[src/rtl/histogram_scan_pkg.sv]
`default_nettype none
// ============================================================================
// Module      : histogram_scan_pkg
// Description : Shared state encoding and read-port timing constants for the
//               histogram stage and its scan consumer.
// Revision    : 1.0 - initial release
// ============================================================================
package histogram_scan_pkg;

  typedef enum logic [1:0] {
    IDLE  = 2'd0,
    ISSUE = 2'd1,
    DRAIN = 2'd2,
    DONE  = 2'd3
  } scanState_t;

  // Cycles from HisMemRD to HisMemRDData, and the Valid-history tap that
  // drives the histogram's subtract read.
  localparam int RD_LAT    = 2;
  localparam int GUARD_TAP = 2;

endpackage
`default_nettype wire

[src/rtl/histogram_scan_acc.sv]
`default_nettype none
// ============================================================================
// Module      : histogram_scan_acc
// Description : Running maximum / lowest-index mode bin / non-zero counter
//               over returned bin counts.
// Revision    : 1.0 - initial release
// ============================================================================
module histogram_scan_acc #(
  parameter int DATA_SIZE   = 4,
  parameter int LENGTH_SIZE = 6
) (
  input  logic                   clk,
  input  logic                   rstn,
  input  logic                   clear,
  input  logic                   hit,
  input  logic [DATA_SIZE-1:0]   bin,
  input  logic [LENGTH_SIZE-1:0] data,
  output logic [LENGTH_SIZE-1:0] runMax,
  output logic [DATA_SIZE-1:0]   runBin,
  output logic [DATA_SIZE:0]     nzCount
);

  always_ff @(posedge clk or negedge rstn) begin
    if (!rstn) begin
      runMax  <= '0;
      runBin  <= '0;
      nzCount <= '0;
    end else if (clear) begin
      runMax  <= '0;
      runBin  <= '0;
      nzCount <= '0;
    end else if (hit) begin
      if (data != '0) begin
        nzCount <= nzCount + 1'b1;
      end
      // Strict compare: on a tie the earlier (lower) bin is kept.
      if (data > runMax) begin
        runMax <= data;
        runBin <= bin;
      end
    end
  end

endmodule
`default_nettype wire

[src/rtl/histogram_scan.sv]
`default_nettype none
// ============================================================================
// Module      : histogram_scan
// Description : Sweeps all histogram bins through the shared read port in
//               collision-free cycles and reports mode, non-zero count, alarm.
// Revision    : 1.0 - initial release
// ============================================================================
module histogram_scan
  import histogram_scan_pkg::*;
#(
  parameter int DATA_SIZE   = 4,
  parameter int DATA_NUM    = 16,
  parameter int LENGTH_SIZE = 6
) (
  input  logic                   clk,
  input  logic                   rstn,
  input  logic                   Valid,
  input  logic                   ScanStart,
  input  logic [LENGTH_SIZE-1:0] Threshold,
  output logic                   HisMemRD,
  output logic [DATA_SIZE-1:0]   HisMemRDAdd,
  input  logic [LENGTH_SIZE-1:0] HisMemRDData,
  output logic                   Busy,
  output logic                   ScanDone,
  output logic [DATA_SIZE-1:0]   ModeBin,
  output logic [LENGTH_SIZE-1:0] ModeCount,
  output logic [DATA_SIZE:0]     NonZeroBins,
  output logic                   Alarm
);

  scanState_t             r_state;
  scanState_t             w_nextState;
  logic [GUARD_TAP:0]     r_vhist;
  logic [DATA_SIZE-1:0]   r_addr;
  logic [LENGTH_SIZE-1:0] r_threshold;
  logic [RD_LAT-1:0]      r_tagValid;
  logic [DATA_SIZE-1:0]   r_tagAddr [RD_LAT];
  logic                   w_allowed;
  logic                   w_grant;
  logic                   w_lastBin;
  logic                   w_tagsEmpty;
  logic                   w_start;
  logic [LENGTH_SIZE-1:0] w_runMax;
  logic [DATA_SIZE-1:0]   w_runBin;
  logic [DATA_SIZE:0]     w_nzCount;

  // The histogram's add read uses the current Valid, its subtract read the
  // Valid of three cycles ago; both own the port in those cycles.
  assign w_allowed   = !Valid && !r_vhist[GUARD_TAP];
  assign w_grant     = (r_state == ISSUE) && w_allowed;
  assign w_lastBin   = (r_addr == DATA_SIZE'(DATA_NUM - 1));
  assign w_tagsEmpty = ~|r_tagValid;
  assign HisMemRD    = w_grant;
  assign HisMemRDAdd = r_addr;

  always_comb begin
    w_nextState = r_state;
    Busy        = 1'b0;
    ScanDone    = 1'b0;
    w_start     = 1'b0;
    case (r_state)
      IDLE: begin
        if (ScanStart) begin
          w_start     = 1'b1;
          w_nextState = ISSUE;
        end
      end
      ISSUE: begin
        Busy = 1'b1;
        if (w_grant && w_lastBin) begin
          w_nextState = DRAIN;
        end
      end
      DRAIN: begin
        Busy = 1'b1;
        if (w_tagsEmpty) begin
          w_nextState = DONE;
        end
      end
      DONE: begin
        ScanDone    = 1'b1;
        w_nextState = IDLE;
      end
      default: w_nextState = IDLE;
    endcase
  end

  always_ff @(posedge clk or negedge rstn) begin
    if (!rstn) begin
      r_state     <= IDLE;
      r_vhist     <= '0;
      r_addr      <= '0;
      r_threshold <= '0;
      r_tagValid  <= '0;
      for (int i = 0; i < RD_LAT; i++) begin
        r_tagAddr[i] <= '0;
      end
    end else begin
      r_state      <= w_nextState;
      r_vhist      <= {r_vhist[GUARD_TAP-1:0], Valid};
      r_tagValid   <= {r_tagValid[RD_LAT-2:0], w_grant};
      r_tagAddr[0] <= r_addr;
      for (int i = 1; i < RD_LAT; i++) begin
        r_tagAddr[i] <= r_tagAddr[i-1];
      end
      if (w_start) begin
        r_threshold <= Threshold;
        r_addr      <= '0;
      end else if (w_grant) begin
        r_addr <= r_addr + 1'b1;
      end
    end
  end

  histogram_scan_acc #(
    .DATA_SIZE  (DATA_SIZE),
    .LENGTH_SIZE(LENGTH_SIZE)
  ) u_acc (
    .clk    (clk),
    .rstn   (rstn),
    .clear  (w_start),
    .hit    (r_tagValid[RD_LAT-1]),
    .bin    (r_tagAddr[RD_LAT-1]),
    .data   (HisMemRDData),
    .runMax (w_runMax),
    .runBin (w_runBin),
    .nzCount(w_nzCount)
  );

  // Results are captured as DRAIN hands over, so they are already visible
  // during the ScanDone cycle and hold until the next sweep completes.
  always_ff @(posedge clk or negedge rstn) begin
    if (!rstn) begin
      ModeBin     <= '0;
      ModeCount   <= '0;
      NonZeroBins <= '0;
      Alarm       <= 1'b0;
    end else if ((r_state == DRAIN) && w_tagsEmpty) begin
      ModeBin     <= w_runBin;
      ModeCount   <= w_runMax;
      NonZeroBins <= w_nzCount;
      Alarm       <= (w_runMax >= r_threshold);
    end
  end

endmodule
`default_nettype wire

[config.mk]
export PLATFORM = sky130hd
export DESIGN_NAME = histogram_scan
export DESIGN_NICKNAME = d
export VERILOG_FILES = /design/src/rtl/histogram_scan_pkg.sv /design/src/rtl/histogram_scan_acc.sv /design/src/rtl/histogram_scan.sv
export SDC_FILE = /design/constraint.sdc
export NUM_CORES = 1
export LEC_CHECK = 0
export ABC_AREA = 1
export CAP_MARGIN = 30
export CELL_PAD_IN_SITES_DETAIL_PLACEMENT = 0
export CELL_PAD_IN_SITES_GLOBAL_PLACEMENT = 2
export CORE_MARGIN = 2
export CORE_UTILIZATION = 33
export DETAILED_ROUTE_END_ITERATION = 10
export PLACE_DENSITY_LB_ADDON = 0.1
export SETUP_SLACK_MARGIN = 0.02
export SYNTH_ARGS = -nofsm -noshare
export SYNTH_HDL_FRONTEND = slang
export SYNTH_SLANG_ARGS = --single-unit
[constraint.sdc]
create_clock -name clk -period 1.95 [get_ports clk]
set_clock_uncertainty 0.1 [all_clocks]
set_input_delay 0.2925 -clock clk [delete_from_list [all_inputs] [get_ports clk]]
set_output_delay 0.2925 -clock clk [all_outputs]
set_load 0.1 [all_outputs]
Word-level counts from Yosys, hierarchy flattened
Cells that the tools add are included.
{"block": "word_totals", "reg_bits": 56, "input_bits": 16, "output_inout_bits": 23, "word_cells": 62}
{"block": "classes", "add_sub_neg": 2, "order_cmp": 2, "n_eq_ne": 7, "mux": 19, "reduce_logical": 18}
{"cell": "$mux 4", "n": 5}
{"cell": "$mux 6", "n": 3}
{"cell": "$mux 5", "n": 3}
{"cell": "$pmux 2 s4", "n": 1}
{"cell": "$reduce_bool 2->1", "n": 4}
{"cell": "$ge 6x6->1", "n": 1}
{"cell": "$gt 6x6->1", "n": 1}
{"cell": "$mux 2", "n": 3}
{"cell": "$reduce_bool 6->1", "n": 1}
{"cell": "$add 5x1->5 const B", "n": 1}
{"cell": "$add 4x1->4 const B", "n": 1}
{"cell": "$eq 2x2->1 const B", "n": 2}
{"cell": "$eq 4x4->1 const B", "n": 1}
{"cell": "$logic_and 1x1->1", "n": 4}
{"cell": "$mux 1", "n": 4}
{"cell": "$ne 2x2->1 const B", "n": 2}
{"cell": "$reduce_and 2->1", "n": 2}
{"cell": "$reduce_or 2->1", "n": 2}
{"cell": "$logic_not 1->1", "n": 3}
{"cell": "$reduce_and 3->1", "n": 1}
{"cell": "$eq 2x1->1 const B", "n": 1}
{"cell": "$logic_not 2->1", "n": 1}
{"cell": "$ne 2x1->1 const B", "n": 1}

Logic depth before layout (Yosys ltp)
{"block": "logic_depth", "ltp_word": 6, "depth_mapped": 10, "ltp_nobuf": 10}

Hierarchy
A second synthesis with hierarchy kept.
{"block": "hier_totals", "hier_cells": 284, "hier_area_um2": 2636.3}
{"module": "histogram_scan", "instances": 1, "cells_each": 174, "area_each_um2": 1715.4, "seq_area_each_um2": 1026.0}
{"module": "histogram_scan_acc", "instances": 1, "cells_each": 110, "area_each_um2": 920.9, "seq_area_each_um2": 375.4}

Worst setup path after synthesis
OpenSTA, ideal clock, no wires.
{"block": "synth_timing", "path_kind": "register to register", "start": "register r_addr[0], in the netlist HisMemRDAdd[0]", "end": "register r_state[1]", "setup_time_ns": 0.121, "t_arrival_ns": 1.819, "required_ns": 1.729, "slack_ns": -0.090, "stages_incl_launch_ff": 7, "path_buffers": 0, "synth_period_minus_slack_ns": 2.040, "path_cell_list": "dfrtp_1 ha_1 nand3_1 o21ai_0 nand3_1 nand2_1 nand2_1"}
{"block": "synth_via", "elab_chain_cells": 4}
{"item": "start, declared", "line": "histogram_scan.sv:34", "text": "logic [DATA_SIZE-1:0] r_addr;"}
{"item": "start signal, assigned", "line": "histogram_scan.sv:110", "text": "r_addr <= r_addr + 1'b1;"}
{"item": "$eq 4x4->1", "line": "histogram_scan.sv:51", "text": "assign w_lastBin = (r_addr == DATA_SIZE'(DATA_NUM - 1));"}
{"item": "$logic_and 1x1->1", "line": "histogram_scan.sv:70", "text": "if (w_grant && w_lastBin) begin"}
{"item": "$ne 2x1->1 (no source line)"}
{"item": "$reduce_and 3->1 (no source line)"}
{"item": "end signal, assigned", "line": "histogram_scan.sv:99", "text": "r_state <= w_nextState;"}
{"item": "end, declared", "line": "histogram_scan.sv:31", "text": "scanState_t r_state;"}
No other way between the ends.
A chain may end at the register's enable or synchronous reset.

Final worst setup path
{"block": "layout_timing", "start": "register r_state[1]", "end": "output HisMemRD"}
{"block": "layout_via", "elab_chain_cells": 2}
{"item": "$eq 2x1->1", "line": "histogram_scan.sv:50", "text": "assign w_grant = (r_state == ISSUE) && w_allowed;"}
{"item": "$logic_and 1x1->1", "line": "histogram_scan.sv:50"}
{"item": "end, declared", "line": "histogram_scan.sv:20", "text": "output logic HisMemRD,"}
No other way between the ends.

==> flow_summary_export.csv <==
group,metric,value,unit
worst_setup_path,critPathLaunchType,"flip-flop",
floorplanning,die_h,92.44,um
clocking,clk-insertion-delay-late,0.31,ns
worst_setup_path,end_kind,"primary output",
synth,yosys-top-cells-count,"70 x nand2_1, 56 x dfrtp_1, 33 x inv_1",
global_route,overflow,0,
pwr,vdd_drop_max,0.8408,mV
global_route,grt_usage,0.1420,
synth,ys.flop_type,"dfrtp_1",
timing,fmax,562.2,MHz
synth,synth_area_leaders,"dfrtp_1 54%, nand2_1 10%, ha_1 9.2%, inv_1 4.8%, nand3_1 3.9%",
clocking,h-tree-depth,2,
cells_and_area,multi_input_area,0.001006,sq mm
synth,ys_seq_area_frac,0.5429,
synth,synthDistinctLibCells,21,
pwr,pwr_density_cell,1541,mW/mm^2
worst_setup_path,crit_arrival,1.39,ns
cells_and_area,diodes,0,
cells_and_area,drive_above_1_share,0.1988,
cells_and_area,fillers,764,
drt,drcViolationCount,0,
timing,layout_min_cycle_time,1.779,ns
synth,yosysTopAreaCell,"dfrtp_1",
floorplanning,core,0.007647,sq mm
synth,syn_nets,308,
worst_setup_path,worst-path-max-fanout,4,
synth,ys_ff_latch,56,
drt,drt-total-wl,5529,um
worst_setup_path,path_class,"reg -> out",
clocking,cts-root-buf,"clkbuf_8",
global_route,grt_max_degree,38,
placement,finalWeightedCongestion,0.8010,
cells_and_area,seq_area,0.001404,sq mm
floorplanning,pin_count,39,
global_route,grt_pass1_vias,1990,
drt,postRouteAntennaNets,0,
drt,drt_iter0_drc,88,
synth,syn_area,0.002581,sq mm
cells_and_area,fin_nets,361,
clocking,clock_path_buffers,2,
drt,drt_first_pass_iters,4,
global_route,grt_pass1_wl,9528,um
timing,fin_crit_sh,0.9121,
synth,synthCells,273,
placement,port-buffer-count,38,
cells_and_area,areaGrowthSynthToFinish,27.53,%
clocking,numCtsBuffers,5,
drt,viasPerCell,4.529,
timing,rsz0062_at_grt,"false",
synth,async_flop_share,1.000,
timing,drv_slew,0,
synth,synth_top_area_frac,0.5429,
min_path,hold_class,"reg -> reg",
timing,final-setup-viol-count,0,
floorplanning,rows,32,
timing,setup_tns,0,ns
floorplanning,die_width,92.44,um
floorplanning,start_util,0.3375,
worst_setup_path,worst-r2r-setup-slack,0.21,ns
outcome,status,"finished clean",
cells_and_area,final_util,0.4305,
pwr,p_leak,1.686,nW
timing,tightestPinTransition,0.5107,ns
drt,wl_per_cell,12.89,um
global_route,antenna_found_initial,0,
worst_setup_path,cp.required,1.56,ns
drt,vias,1943,
synth,syn-mean-instance-area,9.455,sq um
floorplanning,die-area,0.008545,sq mm
timing,hold_viol_final,0,
synth,synth-edff-count,0,
clocking,post_cts_buffers,0,
synth,synth.most_common_cell,"nand2_1",
synth,ys_warn_count,0,
timing,slew_headroom,0.6595,
clocking,cts_num_sinks,56,
flow_run,drv_cap,0,
placement,hpwlAfterDp,4074,um
clocking,tritoncts,"yes",
clocking,path_clk_slew,0.10,ns
[worst paths after layout]
check / endpoint / startpoint / depth (start not counted)
min in group asynchronous: ModeCount[5]$_DFFE_PN0P_ / rstn / 2
max reg2reg: u_acc.runBin[3]$_DFFE_PN0P_ / u_acc.runMax[5]$_DFFE_PN0P_ / 8
max: HisMemRD / r_state[1]$_DFFE_PN0P_ / 5
min: r_tagAddr[2]$_DFF_PN0_ / r_tagAddr[6]$_DFF_PN0_ / 0
min reg2reg: r_tagAddr[2]$_DFF_PN0_ / r_tagAddr[6]$_DFF_PN0_ / 0
max in group asynchronous: HisMemRDAdd[1]$_DFFE_PN0P_ / rstn / 3
[timing repair]
action / in CTS / in global routing
hold endpoints to repair: 19 / 0
gates resized for setup: 0 / 2
endpoints found under the setup margin: 0 / 9
hold buffers: 1 / 0
[sequential cells by signal (all words and copies together) (netlist names)]
| register | flops |
|---|---|
| ModeBin | 4 |
| ModeCount | 6 |
| r_tagValid | 2 |
| u_acc.nzCount | 5 |
| u_acc.runMax | 6 |
| u_acc.runBin | 4 |
| r_state | 2 |
| r_threshold | 6 |
| NonZeroBins | 5 |
| HisMemRDAdd | 4 |
| r_vhist | 3 |
| Alarm | 1 |
| r_tagAddr | 8 |
[layout by cell type (no fill, tap or decap), types with 2 or more instances in the layout]
| cell | n |
|---|---|
| ha_1 | 19 |
| inv_1 | 32 |
| o21ai_2 | 9 |
| nand3_1 | 20 |
| nand4_1 | 12 |
| nand2_2 | 4 |
| clkdlybuf4s50_1 | 14 |
| clkbuf_8 | 5 |
| o21ai_0 | 15 |
| dfrtp_1 | 54 |
| a21oi_1 | 6 |
| nor2_1 | 14 |
| buf_12 | 8 |
| dfrtp_2 | 2 |
| nand2_1 | 69 |
| xor2_1 | 3 |
| buf_4 | 29 |
[through the flow]
| stage | cells | power (W) | setup WS (ns) | cell area [sq um] | hold slack (ns) |
|---|---|---|---|---|---|
| 6_report | 429 | 0.005072 | 0.1714 | 3292 | 0.2600 |
| 5_1_grt | 429 | 0.005438 | 0.06339 | 3292 | 0.2693 |
| 4_1_cts | 429 | 0.005144 | 0.09156 | 3289 | 0.2608 |
| 3_5_place_dp | 420 | 0.004470 | -0.1572 | 3188 | 0.1941 |
| 3_3_place_gp | 420 | 0.004463 | -0.09800 | 3188 | 0.1969 |
| 2_1_floorplan | 273 | 0.003688 | 0.1383 | 2584 | -0.1031 |
[cell type report]
class | instances | share of cell area
clock inverter | 3 | 0.006841
clock buffer | 5 | 0.02090
tap | 102 | 0.03877
inverter | 34 | 0.03953
sequential | 56 | 0.4265
timing repair buffer | 53 | 0.1619
multi-input combinational | 176 | 0.3056
[critical path, cell delays in order (launching register included)]
cell,delay [ns]
dfrtp_1,0.43
inv_1,0.11
ha_1,0.17
nand2_1,0.09
inv_2,0.10
buf_12,0.18
[logic make-up (layout without fill, tap and decap cells)]
kind of cell / count (synthesis) / after routing / share of synthesized area
compound gates: 32 / 32 / 0.07708
xor+xnor: 4 / 4 / 0.01357
fa+ha+maj: 19 / 19 / 0.09210
buf+inv: 41 / 95 / 0.06835
flops: 56 / 56 / 0.5429
simple gates: 121 / 121 / 0.2060
[layer usage]
| layer | track usage | part of all wire | vias to the layer above | routed length (um) |
|---|---|---|---|---|
| li1 | - | - | 985 | - |
| met1 | 0.1894 | 0.49 | 914 | 2731 |
| met2 | 0.2324 | 0.46 | 38 | 2531 |
| met3 | 0.03336 | 0.037 | 6 | 204 |
| met4 | 0.03731 | 0.011 | 0 | 61 |
| met5 | 0 | 0 | - | 0 |
[where the power goes]
part           switching, W  internal, W
registers          0.000227      0.00148
clock network      0.000399     0.000259
logic               0.00191     0.000795
Note: power is estimated with default switching activity, not from simulation.
